`config.mk`:
```
export PLATFORM = sky130hd
export DESIGN_NAME = sixteen_by_eight_divider
export DESIGN_NICKNAME = d
export VERILOG_FILES = /design/src/rtl/sixteen_by_eight_divider.sv
export SDC_FILE = /design/constraint.sdc
export NUM_CORES = 1
export LEC_CHECK = 0
export ABC_AREA = 1
export ABC_CLOCK_PERIOD_IN_PS = 3900
export CORE_MARGIN = 1
export CORE_UTILIZATION = 55
export CTS_CLUSTER_DIAMETER = 50
export DETAILED_ROUTE_END_ITERATION = 8
export PLACE_DENSITY = 0.83
export SLEW_MARGIN = 20
export SYNTH_ARGS = -nofsm -noshare
export SYNTH_HDL_FRONTEND = slang
export SYNTH_SLANG_ARGS = --single-unit
```
`constraint.sdc`:
```
create_clock -name clk -period 3.9 [get_ports clk]
set_clock_uncertainty 0.2 [all_clocks]
set_input_delay 0.975 -clock clk [delete_from_list [all_inputs] [get_ports clk]]
set_output_delay 0.975 -clock clk [all_outputs]
set_load 0.005 [all_outputs]
```
`src/rtl/sixteen_by_eight_divider.sv`:
```
// -----------------------------------------------------------------------------
// sixteen_by_eight_divider
//
// Unsigned 16-bit / 8-bit restoring shift-subtract divider. It produces one
// quotient bit per clock, MSB first, so a division takes 16 RUN cycles
// followed by a single DONE cycle.
//
// Configuration macro: DIV_ZERO_FAST_EN
//   defined   : a start with divisor == 0 goes straight from IDLE to DONE.
//               div_err is raised and busy is never asserted.
//   undefined : divisor == 0 runs the normal 16 iterations and div_err is
//               tied low.
//   In both builds a zero divisor yields quotient = 16'hFFFF and
//   remainder = dividend[7:0].
//
// Ports
//   clk        : single clock; all state updates on the rising edge.
//   rst_n      : synchronous, active-low reset.
//   start      : request a division; sampled only in IDLE.
//   dividend   : 16-bit unsigned numerator, captured when start is accepted.
//   divisor    : 8-bit unsigned denominator, captured when start is accepted.
//   busy       : high during the 16 iteration cycles.
//   done       : one-cycle pulse; quotient/remainder/div_err are valid.
//   quotient   : registered floor(dividend / divisor).
//   remainder  : registered dividend mod divisor.
//   div_err    : registered divide-by-zero flag, valid with done.
// -----------------------------------------------------------------------------
module sixteen_by_eight_divider (
  input  logic        clk,
  input  logic        rst_n,
  input  logic        start,
  input  logic [15:0] dividend,
  input  logic [7:0]  divisor,
  output logic        busy,
  output logic        done,
  output logic [15:0] quotient,
  output logic [7:0]  remainder,
  output logic        div_err
);

  typedef enum logic [1:0] {
    IDLE = 2'd0,
    RUN  = 2'd1,
    DONE = 2'd2
  } state_t;

  state_t      state_reg, state_next;
  logic [3:0]  count_reg, count_next;
  // Dividend bits shift out of the top while quotient bits shift in at the
  // bottom. After 16 iterations the register holds the full quotient.
  logic [15:0] shift_reg, shift_next;
  logic [7:0]  part_reg, part_next;
  logic [7:0]  divisor_reg, divisor_next;
  logic [15:0] quotient_reg, quotient_next;
  logic [7:0]  remainder_reg, remainder_next;
`ifdef DIV_ZERO_FAST_EN
  logic        err_reg, err_next;
`endif

  // One restoring step. The trial value is the 9-bit partial remainder.
  // The stored remainder is always < divisor, so it fits in 8 bits. Shifting
  // in one more dividend bit needs 9 bits, and that is why no intermediate
  // overflow can occur.
  logic [8:0]  trial;
  logic        q_bit;
  logic [7:0]  sub;
  logic [7:0]  part_step;

  assign trial     = {part_reg, shift_reg[15]};
  assign q_bit     = (trial >= {1'b0, divisor_reg});
  // When q_bit is set, the true difference is < divisor <= 255. Modulo-256
  // subtraction on the low byte is therefore exact. A zero divisor always
  // subtracts nothing, so all quotient bits become 1 and the remainder ends
  // up as the low dividend byte.
  assign sub       = trial[7:0] - divisor_reg;
  assign part_step = q_bit ? sub : trial[7:0];

  // State and datapath registers.
  always_ff @(posedge clk) begin
    if (!rst_n) begin
      state_reg     <= IDLE;
      count_reg     <= 4'd0;
      shift_reg     <= 16'd0;
      part_reg      <= 8'd0;
      divisor_reg   <= 8'd0;
      quotient_reg  <= 16'd0;
      remainder_reg <= 8'd0;
`ifdef DIV_ZERO_FAST_EN
      err_reg       <= 1'b0;
`endif
    end else begin
      state_reg     <= state_next;
      count_reg     <= count_next;
      shift_reg     <= shift_next;
      part_reg      <= part_next;
      divisor_reg   <= divisor_next;
      quotient_reg  <= quotient_next;
      remainder_reg <= remainder_next;
`ifdef DIV_ZERO_FAST_EN
      err_reg       <= err_next;
`endif
    end
  end

  // Next-state and datapath update logic.
  always_comb begin
    state_next     = state_reg;
    count_next     = count_reg;
    shift_next     = shift_reg;
    part_next      = part_reg;
    divisor_next   = divisor_reg;
    quotient_next  = quotient_reg;
    remainder_next = remainder_reg;
`ifdef DIV_ZERO_FAST_EN
    err_next       = err_reg;
`endif

    case (state_reg)
      IDLE: begin
        if (start) begin
          shift_next   = dividend;
          part_next    = 8'd0;
          divisor_next = divisor;
          count_next   = 4'd0;
`ifdef DIV_ZERO_FAST_EN
          if (divisor == 8'd0) begin
            state_next     = DONE;
            quotient_next  = 16'hFFFF;
            remainder_next = dividend[7:0];
            err_next       = 1'b1;
          end else begin
            state_next     = RUN;
          end
`else
          state_next = RUN;
`endif
        end
      end

      RUN: begin
        shift_next = {shift_reg[14:0], q_bit};
        part_next  = part_step;
        count_next = count_reg + 4'd1;
        // Results are loaded only on the transition into DONE. They then
        // hold until the next DONE or reset.
        if (count_reg == 4'd15) begin
          state_next     = DONE;
          quotient_next  = {shift_reg[14:0], q_bit};
          remainder_next = part_step;
`ifdef DIV_ZERO_FAST_EN
          err_next       = 1'b0;
`endif
        end
      end

      DONE: begin
        state_next = IDLE;
      end

      default: begin
        state_next = IDLE;
      end
    endcase
  end

  assign busy      = (state_reg == RUN);
  assign done      = (state_reg == DONE);
  assign quotient  = quotient_reg;
  assign remainder = remainder_reg;
`ifdef DIV_ZERO_FAST_EN
  assign div_err   = err_reg;
`else
  assign div_err   = 1'b0;
`endif

endmodule

```
# Yosys cells after proc, flatten, opt, wreduce, memory -nomap -nowiden
# Index checks and enable logic that the tools add are counted.
# word_totals
elab_cells	31
register_bits	62
out_inout_bits	27
input_bits	27
# op_classes
add_sub_neg	2
magnitude_cmp	1
reduce_logical	6
n_eq_ne	5
n_mux	10
# ops
operator	n
16-bit case mux with 2 select lines	1
16-bit two-way mux	1
8-bit two-way mux	2
8-bit case mux with 2 select lines	1
9-bit by 8-bit >= comparator with 1-bit output	1
4-bit case mux with 2 select lines	1
2-bit AND reduction	4
8-bit subtractor	1
4-bit by 1-bit adder with 4-bit output, second input constant	1
4-bit == test, second input constant	1
2-bit two-way mux	2
4-bit two-way mux	1
2-bit case mux with 2 select lines	1
2-bit by 1-bit == test with 1-bit output, second input constant	1
2-bit == test, second input constant	1
2-bit zero test	1
2-bit by 1-bit != test with 1-bit output, second input constant	1
2-bit != test, second input constant	1
2-bit nonzero test	1

# Logic depth before layout (Yosys ltp)
# Gate-level depths: netlist of the first run.
# depth
depth_word	3
mapped_depth	13
depth_no_buf	13

# Worst setup path after synthesis of the first run
# OpenSTA, ideal clock, no wires.
# synth_path
kind	reg2out
startpoint	reg state_reg[1]
endpoint	out busy
required_ns	2.725
arrival_ns	0.932
path_slack_ns	1.793
stages_incl_launch_ff	5
path_buffers	1
cell_sequence	dfxtp_1 > inv_1 > nand2_2 > clkinv_1 > clkbuf_8
# synth_between
elab_chain_len	1
# synth_rtl
item	line	source
start: declaration	47	state_t state_reg, state_next;
start signal: assignment	92	state_reg <= state_next;
2-bit by 1-bit == test with 1-bit output	166	assign busy = (state_reg == RUN);
end: declaration	34	output logic busy,
# Every way passes these cells.

# Worst setup path in the final report of the first run
# Ends and elaborated chain as after synthesis.

==> impl_metrics.tcl, run 1 <==
set metrics [dict create \
    numCtsBuffers 9 \
    clk_pin_slew_ns 0.07 \
    max-vdd-ir-drop_mv 0.3443 \
    portBuffers 52 \
    ys_types 35 \
    root_buffer "clkbuf_8" \
    multi_input_area_sq_mm 0.001471 \
    wl_per_cell_um 13.25 \
    slowest_stage "clkdlybuf4s50_1" \
    viasPerCell 5.255 \
    cpLargestDelayFamily "buffers and inverters" \
    fin_crit_sh 0.6961 \
    setup_viol 0 \
    cp_max_fo 5 \
    syn_nets 432 \
    drt-total-wl_mm 6.850 \
    num_vias 2717 \
    hold_viol 0 \
    intPower_mw 1.199 \
    worstMarginPinSlew_ns 0.8259 \
    cpPeakStageDelay_ns 0.46 \
    drt_iter0_markers 174 \
    grt_start_max_net_pins 36 \
    cts_sinks 62 \
    num-fill-cells 411 \
    synthCells 395 \
    placed_area_sq_mm 0.003471 \
    final_cell_area_sq_mm 0.003649 \
    hpwl_mm 4.760 \
    die-area_sq_mm 0.005624 \
    grt.overflow.total 0 \
    drv_cap 0 \
    start_util 0.5737 \
    ctsHoldBuffers 0 \
    ioPinCount 54 \
    synth_seq_cells 62 \
    arrival_ns 1.54 \
    post_cts_buffers 0 \
    die_h_um 74.99 \
    layout.nets 481 \
    worstPathRequired_ns 2.72 \
    syn_to_final_growth_pct 24.51 \
    sequentialPowerShare 0.374 \
    grt_pass1_vias 2466 \
    switchingPower_uw 700.4 \
    seq_area_frac_synth 0.4236 \
    relSlewSlack 0.4488 \
    status "complete, no violations" \
    start_kind "flip-flop" \
    maxClockFrequency_mhz 368.4 \
    p_per_area_mw_per_mm2 520.7 \
    cts_buffer_depth 2 \
    rsz0062_at_grt "no" \
    antenna_found_initial 0 \
    hold_class "flip-flop to flip-flop" \
    htreeDepth 3 \
    yosys_warnings 0 \
    n_antenna_cell 0 \
    critPathKind "flip-flop to primary output" \
    place_ws_ns 1.082 \
    syn_area_sq_mm 0.002930 \
    p_clk_frac 0.282 \
    worst_slack_ns 1.185 \
    track_usage 0.2646 \
    crit_chain "inv_1, nand2_2, clkinv_1, clkdlybuf4s50_1" \
    p_comb_frac 0.344 \
    final.setup.tns_ns 0 \
    num_rows 26 \
    register_area_sq_mm 0.001241 \
    clkLatencyLatePin_ns 0.34 \
    netSwitchingFraction 0.3687 \
    syn_avg_cell_area_sq_um 7.419 \
    core_sq_mm 0.005107 \
    leakage_nw 1.537 \
    place_congestion 0.8459 \
    grt_pass1_wl_mm 11.15 \
    min_period_ns 2.715 \
    drive_above_1_share 0.1051 \
    finalPower_mw 1.900 \
    drc 0 \
    post_cts_resized 0 \
    crit_buf_inv 3 \
    critPathCaptureType "primary output" \
    report.final.slew_viol_count 0 \
    cts_tree "done" \
    ant_nets 0 \
    die_w_um 74.99 \
    dr.pass1.iters 4 \
]
-- cell families (layout without fill, tap and decap cells) --
group / after synthesis / after routing / synth area share
and+or+nand+nor: 213 / 213 / 0.3343
DFF: 62 / 62 / 0.4236
AOI/OAI and AO/OA: 56 / 56 / 0.1123
buffers and inverters: 50 / 102 / 0.07430
adders and majority gates: 10 / 10 / 0.04526
xor gates and xnor gates: 3 / 3 / 0.008968
other: 1 / 1 / 0.001280
-- per-stage QoR --
stage,util,std cells,hold WS [ns]
after floorplan,-,395,0.2331
after global placement,0.6796,503,0.2480
after detailed placement,0.6796,503,0.2525
after CTS,0.7144,517,0.2648
after global routing,0.7144,517,0.2890
final,0.7144,517,0.2646
-- layout make-up --
class,instances,share of cell area
Inverter,32,0.03292
Clock buffer,10,0.03498
Clock inverter,4,0.01372
Timing Repair Buffer,56,0.1509
Multi-Input combinational cell,283,0.4033
Sequential cell,62,0.3402
Tap cell,70,0.02401
-- synthesized netlist by cell type --
library cell / count / area, sq um
inv_2: 3 / 11.26
nor2_1: 15 / 56.30
nand2_8: 1 / 20.02
nor3b_4: 1 / 18.77
buf_1: 2 / 7.510
nand4_1: 3 / 18.77
nand2_1: 132 / 495.5
a21oi_2: 4 / 35.03
nor3_4: 1 / 16.27
clkbuf_1: 5 / 18.77
o221ai_1: 1 / 8.760
nor2_4: 2 / 22.52
dfxtp_1: 62 / 1241
a31oi_1: 16 / 100.1
conb_1: 1 / 3.750
xor2_1: 1 / 8.760
nand2_2: 10 / 62.56
nor2_2: 3 / 18.77
clkbuf_8: 1 / 13.76
o21ai_0: 14 / 70.07
buf_2: 7 / 35.03
nand2_4: 1 / 11.26
nand3b_1: 3 / 22.52
nand3_1: 38 / 190.2
fa_1: 1 / 20.02
clkinv_1: 2 / 7.510
buf_4: 3 / 22.52
xnor2_1: 2 / 17.52
inv_1: 27 / 101.4
o211ai_1: 1 / 7.510
ha_1: 9 / 112.6
nand3_2: 2 / 20.02
a21oi_1: 19 / 95.09
or2_2: 1 / 6.260
a211oi_2: 1 / 12.51
-- worst register-to-register path: stages, from the launching register on --
cell and delay (ns):
dfxtp_1 0.39, ha_1 0.19, nand2_1 0.08, nor2_2 0.14, inv_1 0.09, nor2_4 0.17, inv_2 0.20, nor2_2 0.69
nand3_1 0.19, nand2_1 0.09
-- placed cells by master, fill, tap and decap left out, types with 3 or more instances in the layout --
| cell type | netlist | layout |
|---|---|---|
| nand2_2 | 10 | 10 |
| inv_1 | 27 | 27 |
| dfxtp_1 | 62 | 62 |
| nor2_1 | 15 | 15 |
| nor2_2 | 3 | 3 |
| a21oi_1 | 19 | 19 |
| inv_2 | 3 | 3 |
| buf_4 | 3 | 4 |
| nand4_1 | 3 | 3 |
| ha_1 | 9 | 9 |
| nand2_1 | 132 | 132 |
| clkbuf_8 | 1 | 9 |
| o21ai_0 | 14 | 14 |
| nand3_1 | 38 | 38 |
| nand3b_1 | 3 | 3 |
| a31oi_1 | 16 | 16 |
| clkdlybuf4s50_1 | 0 | 52 |
| a21oi_2 | 4 | 4 |
-- final timing paths --
kind,from,endpoint,slack [ns],depth (start not counted)
max,state_reg[1],busy,1.19,4
min,divisor_reg[5],divisor_reg[5],0.26,2
max reg2reg,count_reg[0],remainder[0],1.43,9
min reg2reg,divisor_reg[5],divisor_reg[5],0.26,2
-- per-layer routing --
layer  GRT usage  routed length, um
met5           0                  0
met4      0.1363                150
met3     0.04819                259
met2      0.4374               3317
met1      0.3308               3122
-- power by group through the flow --
stage	Sequential, mW	Clock, mW	Combinational (mW)
5_1_grt	0.713	0.572	0.724
4_1_cts	0.709	0.541	0.651
2_1_floorplan	0.710	0	0.517
3_3_place_gp	0.721	0	0.630
3_5_place_dp	0.723	0	0.648
6_report	0.710	0.536	0.654
Note: power is estimated with default switching activity, not from simulation.
==> inputs of run 2 (changes only) <==
ABC_CLOCK_PERIOD_IN_PS = 2400   (was 3900)
CORE_UTILIZATION = 47   (was 55)
PLACE_DENSITY = 0.76   (was 0.83)
clock period = 2.4 ns   (was 3.9 ns; I/O delays follow)
==> run 2 against run 1 <==
Compared with the run above: clock power up 78%; combinational power up 62%; clock-buffer cell count unchanged; cell count up 2.1%; first-iteration DRC count down 8.0%; via count down 0.11%; critical path type unchanged.
==> impl_metrics.tcl, run 2 (synthesis gave the netlist of run 1 again) <==
set metrics [dict create \
    hold_class "flip-flop to flip-flop" \
    num_rows 28 \
    grt_pass1_vias 2574 \
    maxClockFrequency_mhz 441.7 \
    p_clk_frac 0.302 \
    p_per_area_mw_per_mm2 847.6 \
    ant_nets 0 \
    final.setup.tns_ns 0 \
    worstPathRequired_ns 1.60 \
    dr.pass1.iters 5 \
    drt_iter0_markers 160 \
    hpwl_mm 4.798 \
    n_antenna_cell 0 \
    sequentialPowerShare 0.363 \
    ioPinCount 54 \
    p_comb_frac 0.335 \
    num_vias 2714 \
    stdcell_count 528 \
    drive_above_1_share 0.1214 \
    clk_pin_slew_ns 0.07 \
    layout.nets 485 \
    start_kind "flip-flop" \
    dp_cells 512 \
    die-area_sq_mm 0.006555 \
    leakage_nw 1.572 \
    drc 0 \
    clkLatencyLatePin_ns 0.34 \
    cts_buffer_depth 2 \
    track_usage 0.2355 \
    htreeDepth 3 \
    num-fill-cells 533 \
    root_buffer "clkbuf_8" \
    grt.overflow.total 0 \
    rsz0062_at_grt "no" \
    cts_sinks 62 \
    grt_start_max_net_pins 32 \
    fin_crit_sh 0.9434 \
    antenna_found_initial 0 \
    drv_cap 0 \
    die_w_um 80.96 \
    final_cell_mix "nand2_1 (132), dfxtp_1 (61), clkdlybuf4s50_1 (52)" \
    die_h_um 80.96 \
    max-vdd-ir-drop_mv 0.5738 \
    utilization 0.6261 \
    syn_to_final_growth_pct 27.24 \
    intPower_mw 1.999 \
    critPathKind "flip-flop to primary output" \
    viasPerCell 5.140 \
    arrival_ns 1.46 \
    finalPower_mw 3.160 \
    netSwitchingFraction 0.3674 \
    status "complete, no violations" \
    portBuffers 52 \
    hold_viol 0 \
    drt-total-wl_mm 6.873 \
    start_util 0.4920 \
    place_congestion 0.8590 \
    critPathCaptureType "primary output" \
    cp_max_fo 5 \
    final_common_cell "nand2_1" \
    report.final.slew_viol_count 0 \
    switchingPower_mw 1.161 \
    grt_pass1_wl_mm 11.63 \
    setup_viol 0 \
    numCtsBuffers 9 \
    cts_tree "done" \
    core_sq_mm 0.005956 \
    wl_per_cell_um 13.02 \
    min_period_ns 2.264 \
]
## run 2: final timing paths
check	depth (start not counted)	slack [ns]	startpoint	end
setup / recovery	3	0.14	state_reg[0]	busy
setup reg to reg	10	0.39	part_reg[5]	part_reg[1]
hold reg to reg	2	0.26	divisor_reg[2]	divisor_reg[2]
hold / removal	2	0.26	divisor_reg[2]	divisor_reg[2]
## run 2: repair_timing
| item | 4_1_cts | 5_1_grt |
|---|---|---|
| endpoints found under the hold margin | 0 | 0 |
| endpoints found under the setup margin | 0 | 1 |
| buffers inserted | 0 | 0 |
| resized for setup | 0 | 1 |
| hold buffers | 0 | 0 |
## run 2: critical path, cell delays in order, from the launching register on
cell and delay, ns:
dfxtp_1 0.41, nand2_2 0.14, clkinv_1 0.08, clkdlybuf4s50_1 0.49
## run 2: layer usage
| metal | vias up | GRT usage | routed length [um] |
|---|---|---|---|
| li1 | 1384 | - | - |
| met1 | 1250 | 0.3035 | 3229 |
| met2 | 72 | 0.3714 | 3289 |
| met3 | 8 | 0.06742 | 270 |
| met4 | 0 | 0.08929 | 83 |
| met5 | - | 0 | 0 |
## run 2: power groups by stage
stage / Sequential, mW / Combinational (mW) / Clock, mW
after floorplan: 1.15 / 0.839 / 0
after CTS: 1.15 / 1.06 / 0.967
after global placement: 1.17 / 1.04 / 0
final: 1.15 / 1.06 / 0.953
after global routing: 1.16 / 1.18 / 1.03
after detailed placement: 1.17 / 1.05 / 0
## run 2: metrics by stage
stage | area (sq um) | setup WS [ns] | hold slack, ns
final | 3729 | 0.1359 | 0.2577
after global routing | 3729 | 0.04332 | 0.2817
after CTS | 3727 | 0.09177 | 0.2662
after detailed placement | 3520 | 0.1618 | 0.2551
after global placement | 3520 | 0.1927 | 0.2476
after floorplan | 2930 | 0.6034 | 0.2331
## run 2: area by class of cell
class | instances | area, sq um | share of cell area
Multi-Input combinational cell | 283 | 1471 | 0.3946
Sequential cell | 62 | 1242 | 0.3332
Timing Repair Buffer | 60 | 593.1 | 0.1591
Clock buffer | 10 | 137.6 | 0.03691
Inverter | 32 | 120.1 | 0.03221
Tap cell | 75 | 93.84 | 0.02517
Clock inverter | 6 | 70.07 | 0.01879
